`src/rtl/digit_glyph_rom_pkg.sv`:
```
// Glyph geometry, segment rectangles and the digit-to-segment table shared by
// the address decoder and the pixel ROM top.
package digit_glyph_pkg;

  localparam int GLYPH_W    = 30;
  localparam int GLYPH_H    = 30;
  localparam int GLYPH_PIX  = GLYPH_W * GLYPH_H;
  localparam int MAX_DIGITS = 10;
  localparam int NUM_SEGS   = 7;

  // ceil(2^16/30): floor(pix*ROW_RECIP >> 16) equals pix/30 for every pix < 900
  localparam int ROW_RECIP = 2185;
  localparam int ROW_SHIFT = 16;

  localparam logic [4:0] ROW_A0  = 5'd2;
  localparam logic [4:0] ROW_A1  = 5'd5;
  localparam logic [4:0] ROW_G0  = 5'd13;
  localparam logic [4:0] ROW_G1  = 5'd16;
  localparam logic [4:0] ROW_D0  = 5'd24;
  localparam logic [4:0] ROW_D1  = 5'd27;
  localparam logic [4:0] ROW_UP0 = 5'd2;
  localparam logic [4:0] ROW_UP1 = 5'd16;
  localparam logic [4:0] ROW_LO0 = 5'd13;
  localparam logic [4:0] ROW_LO1 = 5'd27;
  localparam logic [4:0] COL_H0  = 5'd5;
  localparam logic [4:0] COL_H1  = 5'd24;
  localparam logic [4:0] COL_L0  = 5'd5;
  localparam logic [4:0] COL_L1  = 5'd8;
  localparam logic [4:0] COL_R0  = 5'd21;
  localparam logic [4:0] COL_R1  = 5'd24;

  // bit 0 = segment a ... bit 6 = segment g
  typedef logic [6:0] seg_mask_t;

  typedef struct packed {
    logic [4:0] r0;
    logic [4:0] r1;
    logic [4:0] c0;
    logic [4:0] c1;
  } seg_rect_t;

  localparam seg_rect_t SEG_RECT [NUM_SEGS] = '{
    '{ROW_A0,  ROW_A1,  COL_H0, COL_H1},   // a
    '{ROW_UP0, ROW_UP1, COL_R0, COL_R1},   // b
    '{ROW_LO0, ROW_LO1, COL_R0, COL_R1},   // c
    '{ROW_D0,  ROW_D1,  COL_H0, COL_H1},   // d
    '{ROW_LO0, ROW_LO1, COL_L0, COL_L1},   // e
    '{ROW_UP0, ROW_UP1, COL_L0, COL_L1},   // f
    '{ROW_G0,  ROW_G1,  COL_H0, COL_H1}    // g
  };

  localparam seg_mask_t SEG_TABLE [MAX_DIGITS] = '{
    7'b0111111,  // 0
    7'b0000110,  // 1
    7'b1011011,  // 2
    7'b1001111,  // 3
    7'b1100110,  // 4
    7'b1101101,  // 5
    7'b1111101,  // 6
    7'b0000111,  // 7
    7'b1111111,  // 8
    7'b1101111   // 9
  };

  function automatic seg_mask_t seg_mask_for(input logic [3:0] d);
    return (d < 4'(MAX_DIGITS)) ? SEG_TABLE[d] : '0;
  endfunction

  function automatic logic [13:0] digit_base(input logic [3:0] d);
    return 14'(d) * 14'(GLYPH_PIX);
  endfunction

  function automatic logic in_rect(input logic [4:0] row, input logic [4:0] col,
                                   input seg_rect_t rect);
    return (row >= rect.r0) && (row <= rect.r1) && (col >= rect.c0) && (col <= rect.c1);
  endfunction

endpackage

```
`src/rtl/digit_glyph_rom_if.sv`:
```
// Pixel-address / pixel-data port between the countdown renderer (master)
// and the glyph ROM (slave).
interface digit_glyph_rom_if #(
  parameter int ADDR_W = 32
);
  logic [ADDR_W-1:0] address;
  logic              q;

  modport master (output address, input q);
  modport slave  (input address, output q);
endinterface

```
`src/rtl/digit_glyph_addr_decode.sv`:
```
// Combinational split of a flat pixel address into {valid, digit, row, col}
// using a compare ladder for the digit and a reciprocal multiply for the row.
module digit_glyph_addr_decode
  import digit_glyph_pkg::*;
#(
  parameter int ADDR_W     = 32,
  parameter int NUM_DIGITS = 10
) (
  input  logic [ADDR_W-1:0] address,
  output logic              valid,
  output logic [3:0]        digit,
  output logic [4:0]        row,
  output logic [4:0]        col
);

  logic [9:0] pix;

  always_comb begin
    valid = address < ADDR_W'(NUM_DIGITS * GLYPH_PIX);
    digit = '0;
    for (int k = 1; k < MAX_DIGITS; k++) begin
      if (k < NUM_DIGITS && address >= ADDR_W'(k * GLYPH_PIX)) begin
        digit = 4'(k);
      end
    end
    // only meaningful when valid, where the address fits in 14 bits
    pix = 10'(address[13:0] - digit_base(digit));
    row = 5'((22'(pix) * 22'(ROW_RECIP)) >> ROW_SHIFT);
    col = 5'(pix - 10'(row) * 10'(GLYPH_W));
  end

endmodule

```
`src/rtl/digit_glyph_rom.sv`:
```
// Seven-segment digit glyph pixel ROM, active-low ink, 1-cycle read latency.
// Define DIGIT_ROM_OUTREG_EN to add a second output register (2-cycle latency).
module digit_glyph_rom
  import digit_glyph_pkg::*;
#(
  parameter int ADDR_W     = 32,
  parameter int NUM_DIGITS = 10
) (
  input  logic               clock,
  input  logic               reset,
  digit_glyph_rom_if.slave   bus
);

  logic      valid;
  logic [3:0] digit;
  logic [4:0] row;
  logic [4:0] col;
  seg_mask_t mask;
  logic      ink;
  logic      q_s1;

  digit_glyph_addr_decode #(
    .ADDR_W     (ADDR_W),
    .NUM_DIGITS (NUM_DIGITS)
  ) u_decode (
    .address (bus.address),
    .valid   (valid),
    .digit   (digit),
    .row     (row),
    .col     (col)
  );

  always_comb begin
    mask = valid ? seg_mask_for(digit) : '0;
    ink  = 1'b0;
    for (int s = 0; s < NUM_SEGS; s++) begin
      if (mask[s] && in_rect(row, col, SEG_RECT[s])) begin
        ink = 1'b1;
      end
    end
  end

  always_ff @(posedge clock) begin
    if (reset) begin
      q_s1 <= 1'b1;
    end else begin
      q_s1 <= ~ink;
    end
  end

`ifdef DIGIT_ROM_OUTREG_EN
  logic q_s2;

  always_ff @(posedge clock) begin
    if (reset) begin
      q_s2 <= 1'b1;
    end else begin
      q_s2 <= q_s1;
    end
  end

  assign bus.q = q_s2;
`else
  assign bus.q = q_s1;
`endif

endmodule

```
`src/flat_wrapper.sv`:
```
// flat-port wrapper written by rule: the top's interface ports become plain ports
module digit_glyph_rom_flat import digit_glyph_pkg::*;
#(
  parameter int ADDR_W     = 32,
  parameter int NUM_DIGITS = 10
)
  (clock, reset, bus_address, bus_q);
  digit_glyph_rom_if #(.ADDR_W(ADDR_W)) bus_i ();
  input  logic clock;
  input  logic reset;
  input wire logic [$bits(bus_i.address)-1:0] bus_address;
  output wire logic [$bits(bus_i.q)-1:0] bus_q;
  assign bus_i.address = bus_address;
  assign bus_q = bus_i.q;
  digit_glyph_rom #(.ADDR_W(ADDR_W), .NUM_DIGITS(NUM_DIGITS)) u_core (.clock(clock), .reset(reset), .bus(bus_i));
endmodule
```
`config.mk`:
```
export PLATFORM = sky130hd
export DESIGN_NAME = digit_glyph_rom_flat
export DESIGN_NICKNAME = d
export VERILOG_FILES = /design/src/rtl/digit_glyph_rom_pkg.sv /design/src/rtl/digit_glyph_rom_if.sv /design/src/rtl/digit_glyph_addr_decode.sv /design/src/rtl/digit_glyph_rom.sv /design/src/flat_wrapper.sv
export SDC_FILE = /design/constraint.sdc
export NUM_CORES = 1
export LEC_CHECK = 0
export ABC_AREA = 1
export BUFFER_PORTS_ARGS = -buffer_cell sky130_fd_sc_hd__buf_2
export CORE_ASPECT_RATIO = 0.9
export CORE_MARGIN = 1
export CORE_UTILIZATION = 43
export DETAILED_ROUTE_END_ITERATION = 8
export PLACE_DENSITY = 0.67
export SKIP_CTS_REPAIR_TIMING = 1
export SYNTH_ARGS = -nofsm -noshare
export SYNTH_HDL_FRONTEND = slang
export SYNTH_SLANG_ARGS = --single-unit
```
`constraint.sdc`:
```
create_clock -name clock -period 9.2 [get_ports clock]
set_clock_uncertainty 0.15 [all_clocks]
set_input_delay 1.84 -clock clock [delete_from_list [all_inputs] [get_ports clock]]
set_output_delay 1.84 -clock clock [all_outputs]
set_load 0.05 [all_outputs]
```
==> results of run 1 <==
## per-stage QoR
step           std cells  utilization, %  area (um2)  hold WS, ns  power (W)
2_1_floorplan        390               -        2710         1.78   0.000568
3_3_place_gp         576            61.8        3580         1.87   0.000864
3_5_place_dp         576            61.8        3580         1.87   0.000885
4_1_cts              576            61.8        3580         1.87   0.000890
5_1_grt              587            69.0        4000         1.88    0.00119
6_report             587            69.0        4000         1.86    0.00106
## cells by family (layout without fill, tap and decap cells)
group / count (synthesis) / after routing
DFF: 1 / 1
buffers and inverters: 72 / 199
xor gates and xnor gates: 17 / 17
adders and majority gates: 69 / 69
and+or+nand+nor: 183 / 183
AOI/OAI and AO/OA: 48 / 48
## area by class of cell
class | instances | area [um2] | area share, %
Tap cell | 70 | 87.6 | 2.19
Multi-Input combinational cell | 317 | 2680 | 67.1
Timing Repair Buffer | 128 | 933 | 23.3
Inverter | 71 | 274 | 6.85
Sequential cell | 1 | 20.0 | 0.501
## critical path, delay by kind of cell
kind / cells / cell delay [ns]
AND/OR/NAND/NOR: 26 / 2.23
buffers and inverters: 11 / 0.76
XOR/XNOR: 4 / 0.76
AO/OA/AOI/OAI: 5 / 0.82
adder cells (fa/ha/maj): 10 / 2.75
## power by group through the flow
stage	clock network (W)	logic [W]	registers, W
after floorplan	0	0.000564	0.00000443
after global placement	0	0.000859	0.00000443
after detailed placement	0	0.000881	0.00000443
after CTS	0	0.000886	0.00000443
after global routing	0	0.00118	0.00000443
final	0	0.00106	0.00000443
## Yosys cell counts, drive strengths merged
master	instances
inv	69
nor3	5
nand3	33
o211ai	2
a21oi	19
a31oi	4
o21ai	16
nor2	38
ha	60
xor2	14
a21o	2
nand4	11
fa	9
a22oi	1
or2	1
a211oi	2
buf	1
a21boi	1
dfxtp	1
nand2	92
clkinv	2
nand3b	2
xnor2	3
nor4	1
o21bai	1
## path summary, 6_finish.rpt
path | from | endpoint | slack [ns] | cells past startpoint
min | reset | u_core.bus.q | 1.86 | 3
max | bus_address[27] | u_core.bus.q | -0.26 | 56
## per-layer routing
layer / track usage [%] / wire (um)
met2: 35.3 / 3710
met1: 32.1 / 3530
met4: 1.19 / 21
met5: 0 / 0
met3: 0.650 / 347
==> flow_summary.ini, run 1 <==
[status]
status = finished with violations
violations = design-rule violations, negative setup slack

[detailed_routing]
drc_errors = 4
first_iter_violations = 175
first_pass_iters = 7
num_vias = 3030
wire_per_inst_um = 13.0
via_per_inst = 5.16
wl_um = 7610
ant_nets = 0

[layout]
fill_cells = 502
largest_register_ffs = 1
drive_gt1_share_pct = 45.6
layout.nets = 622
area_growth_pct = 52.1
final_common_cell = buf_4
n_antenna_cell = 0
most-common-layout-cells = buf_4, nand2_1, inv_1

[timing]
timing.final.ws_setup_ns = -0.256
drv_slew = 0
period_needed_ns = 9.46
rsz0062_at_grt = true
slew_headroom_pct = 70.9
tns_ns = -0.256
fmax_ghz = 0.106
setup_violations = 1
hold_violations = 0
fin_crit_sh_pct = 103
max_slew.worst_pin.slew_ns = 0.435

[synthesis]
ys_warn_count = 0
synth_top_family_by_area = simple AND/OR/NAND/NOR gates
synth.avg_cell_area_um2 = 6.74
yosysTopAreaCell = ha_1
yosys.cell_types.count = 39
syn_inst = 390
ys_seq_elements = 1
synth-adder-area-share_pct = 35.4
yosys.area_share.simple_pct = 36.3
synth.area.top_cells = ha_1, nand2_1, inv_1
ys_seq_area_share_pct = 0.762
synth_mux_area_share_pct = 0
syn_area_mm2 = 0.00263
synth_xor_xnor_area_share_pct = 5.66
synth_compound_area_share_pct = 11.3
synth_fp_nets = 493
synth_top_area_share_pct = 28.6

[critical_path]
path_common_cell = nand2_2
worst_ep_required_time_ns = 8.94
end_kind = flip-flop
crit_slowest_cell = fa_1
max_stage_delay_ns = 0.51
startpoint_type = primary input
path_class = primary input to flip-flop
crit_arrival_ns = 9.19
crit_path_max_fanout = 5

[die]
core_area_mm2 = 0.00579
die_h_um = 76.2
initial_core_util_pct = 45.4
ios = 35
fp-row-count = 26
die_x_um = 84.4
fp.dieArea_mm2 = 0.00643

[placed_design]
port_buffers = 34
pre_cts_slack_ns = -0.455
place_congestion = 0.890
hpwl_um = 5950

[pwr]
clkPwrFrac_pct = 0
combinationalPowerShare_pct = 99.6
p_switching_w = 0.000524
power_switching_share_pct = 49.4
ir_worst_vdd_v = 0.000207
leakagePower_nw = 2.09
p_int_w = 0.000537
seqPwrFrac_pct = 0.4
pwr_density_cell_mw_per_mm2 = 266

[job]
drv_cap = 0

[clock_tree]
clk_pin_slew_ns = 0

[global_routing]
grt_first_pass_wirelength_um = 11600
grt_pass1_vias = 2734
grt_max_degree = 8
overflow = 0
grtUsageTotal_pct = 21.3
antenna_found_initial = 0

[hold_path]
hp-class = primary input to flip-flop
Note: power is estimated with default switching activity, not from simulation.
==> run 2, diff against run 1 <==
CORE_UTILIZATION = 35   (was 43)
PLACE_DENSITY = 0.57   (was 0.67)
==> flow_summary.ini, run 2 (synthesized netlist as in run 1, its figures left out) <==
[status]
status = finished with violations
violations = negative setup slack

[hold_path]
hold_end = u_core.bus.q
whs_path_depth = 3
min_from = reset
hp-class = primary input to flip-flop

[detailed_routing]
first_iter_violations = 106
ant_nets = 0
first_pass_iters = 4
wire_per_inst_um = 11.7
via_per_inst = 4.78
wl_um = 7210
wl_met2_um = 3390
wl_met3_um = 219
top_layer = met4
drc_errors = 0
wl_met1_um = 3580
num_vias = 2944

[die]
fp-row-count = 29
fp.dieArea_mm2 = 0.00786
ios = 35
die_h_um = 84.2
die_x_um = 93.4
core_area_mm2 = 0.00715
initial_core_util_pct = 36.8

[pwr]
power_switching_share_pct = 49.7
leakagePower_nw = 2.12
p_int_w = 0.000523
p_switching_w = 0.000516
pwr_density_cell_mw_per_mm2 = 255
ir_worst_vdd_v = 0.000238
clkPwrFrac_pct = 0
combinationalPowerShare_pct = 99.6
seqPwrFrac_pct = 0.4

[critical_path]
path_common_cell = nand2_1
path_class = primary input to flip-flop
cpLargestDelayFamily = adder cells
worst_ep_required_time_ns = 8.94
path_buf_inv = 12
end_kind = flip-flop
startpoint = bus_address[26]
crit_path_max_fanout = 4
startpoint_type = primary input
crit_arrival_ns = 9.12
crit_slowest_cell = fa_1
max_stage_delay_ns = 0.51

[timing]
max_slew.worst_pin.slew_ns = 0.399
fin_crit_sh_pct = 102
rsz0062_at_grt = true
slew_headroom_pct = 73.3
setup_violations = 1
fmax_ghz = 0.107
drv_slew = 0
period_needed_ns = 9.38
timing.final.ws_setup_ns = -0.185
hold_violations = 0

[global_routing]
antenna_found_initial = 0
grt_pass1_vias = 2888
overflow = 0
grtUsageTotal_pct = 18.4
grt_max_degree = 8
grt_first_pass_wirelength_um = 12100

[layout]
fin_util_pct = 57.0
fin_cells = 616
fill_cells = 696
area_growth_pct = 55.0
multi_input_area_mm2 = 0.00269
final_common_cell = buf_4
most-common-layout-cells = buf_4, nand2_1, inv_1
ff_latch_area_um2 = 20.0
layout.nets = 628
n_antenna_cell = 0
drive_gt1_share_pct = 45.7
largest_register_ffs = 1

[placed_design]
dp_cells = 610
pre_cts_slack_ns = -0.512
place_congestion = 0.862
port_buffers = 34
hpwl_um = 6200

[job]
drv_cap = 0

[clock_tree]
clk_pin_slew_ns = 0
run 2: worst max path at each step:
| stage | slack [ns] | cells past startpoint | endpoint |
|---|---|---|---|
| after floorplan | 0.01 | 59 | u_core.bus.q |
| after global placement | -0.26 | 60 | u_core.bus.q |
| after detailed placement | -0.51 | 60 | u_core.bus.q |
| after CTS | -0.53 | 60 | u_core.bus.q |
| after global routing | -0.77 | 61 | u_core.bus.q |
| final | -0.18 | 55 | u_core.bus.q |
run 2: layer usage:
layer / vias up / track usage, %
met5: - / 0
met4: 0 / 0.839
met3: 4 / 0.906
met2: 42 / 32.2
met1: 1351 / 26.0
li1: 1547 / -
run 2: metrics by stage:
stage / TNS, ns / cell area [um2] / power [W] / hold slack (ns)
2_1_floorplan: 0 / 2710 / 0.000568 / 1.78
3_3_place_gp: -0.261 / 3690 / 0.000878 / 1.88
3_5_place_dp: -0.512 / 3690 / 0.000903 / 1.87
4_1_cts: -0.533 / 3690 / 0.000908 / 1.88
5_1_grt: -0.769 / 4070 / 0.00117 / 1.91
6_report: -0.185 / 4070 / 0.00104 / 1.86
run 2: worst min-delay path: stages:
cell and delay, ns:
buf_2 0.07, inv_1 0.03, nand2_1 0.04
run 2: area by class of cell:
class / instances / area share [%]
Inverter: 71 / 6.73
Timing Repair Buffer: 134 / 24.0
Multi-Input combinational cell: 317 / 65.9
Sequential cell: 1 / 0.491
Tap cell: 93 / 2.86
run 2: power groups by stage:
stage | logic [W] | registers (W) | clock network (W)
2_1_floorplan | 0.000564 | 0.00000443 | 0
3_3_place_gp | 0.000874 | 0.00000443 | 0
3_5_place_dp | 0.000898 | 0.00000443 | 0
4_1_cts | 0.000904 | 0.00000443 | 0
5_1_grt | 0.00117 | 0.00000443 | 0
6_report | 0.00103 | 0.00000443 | 0
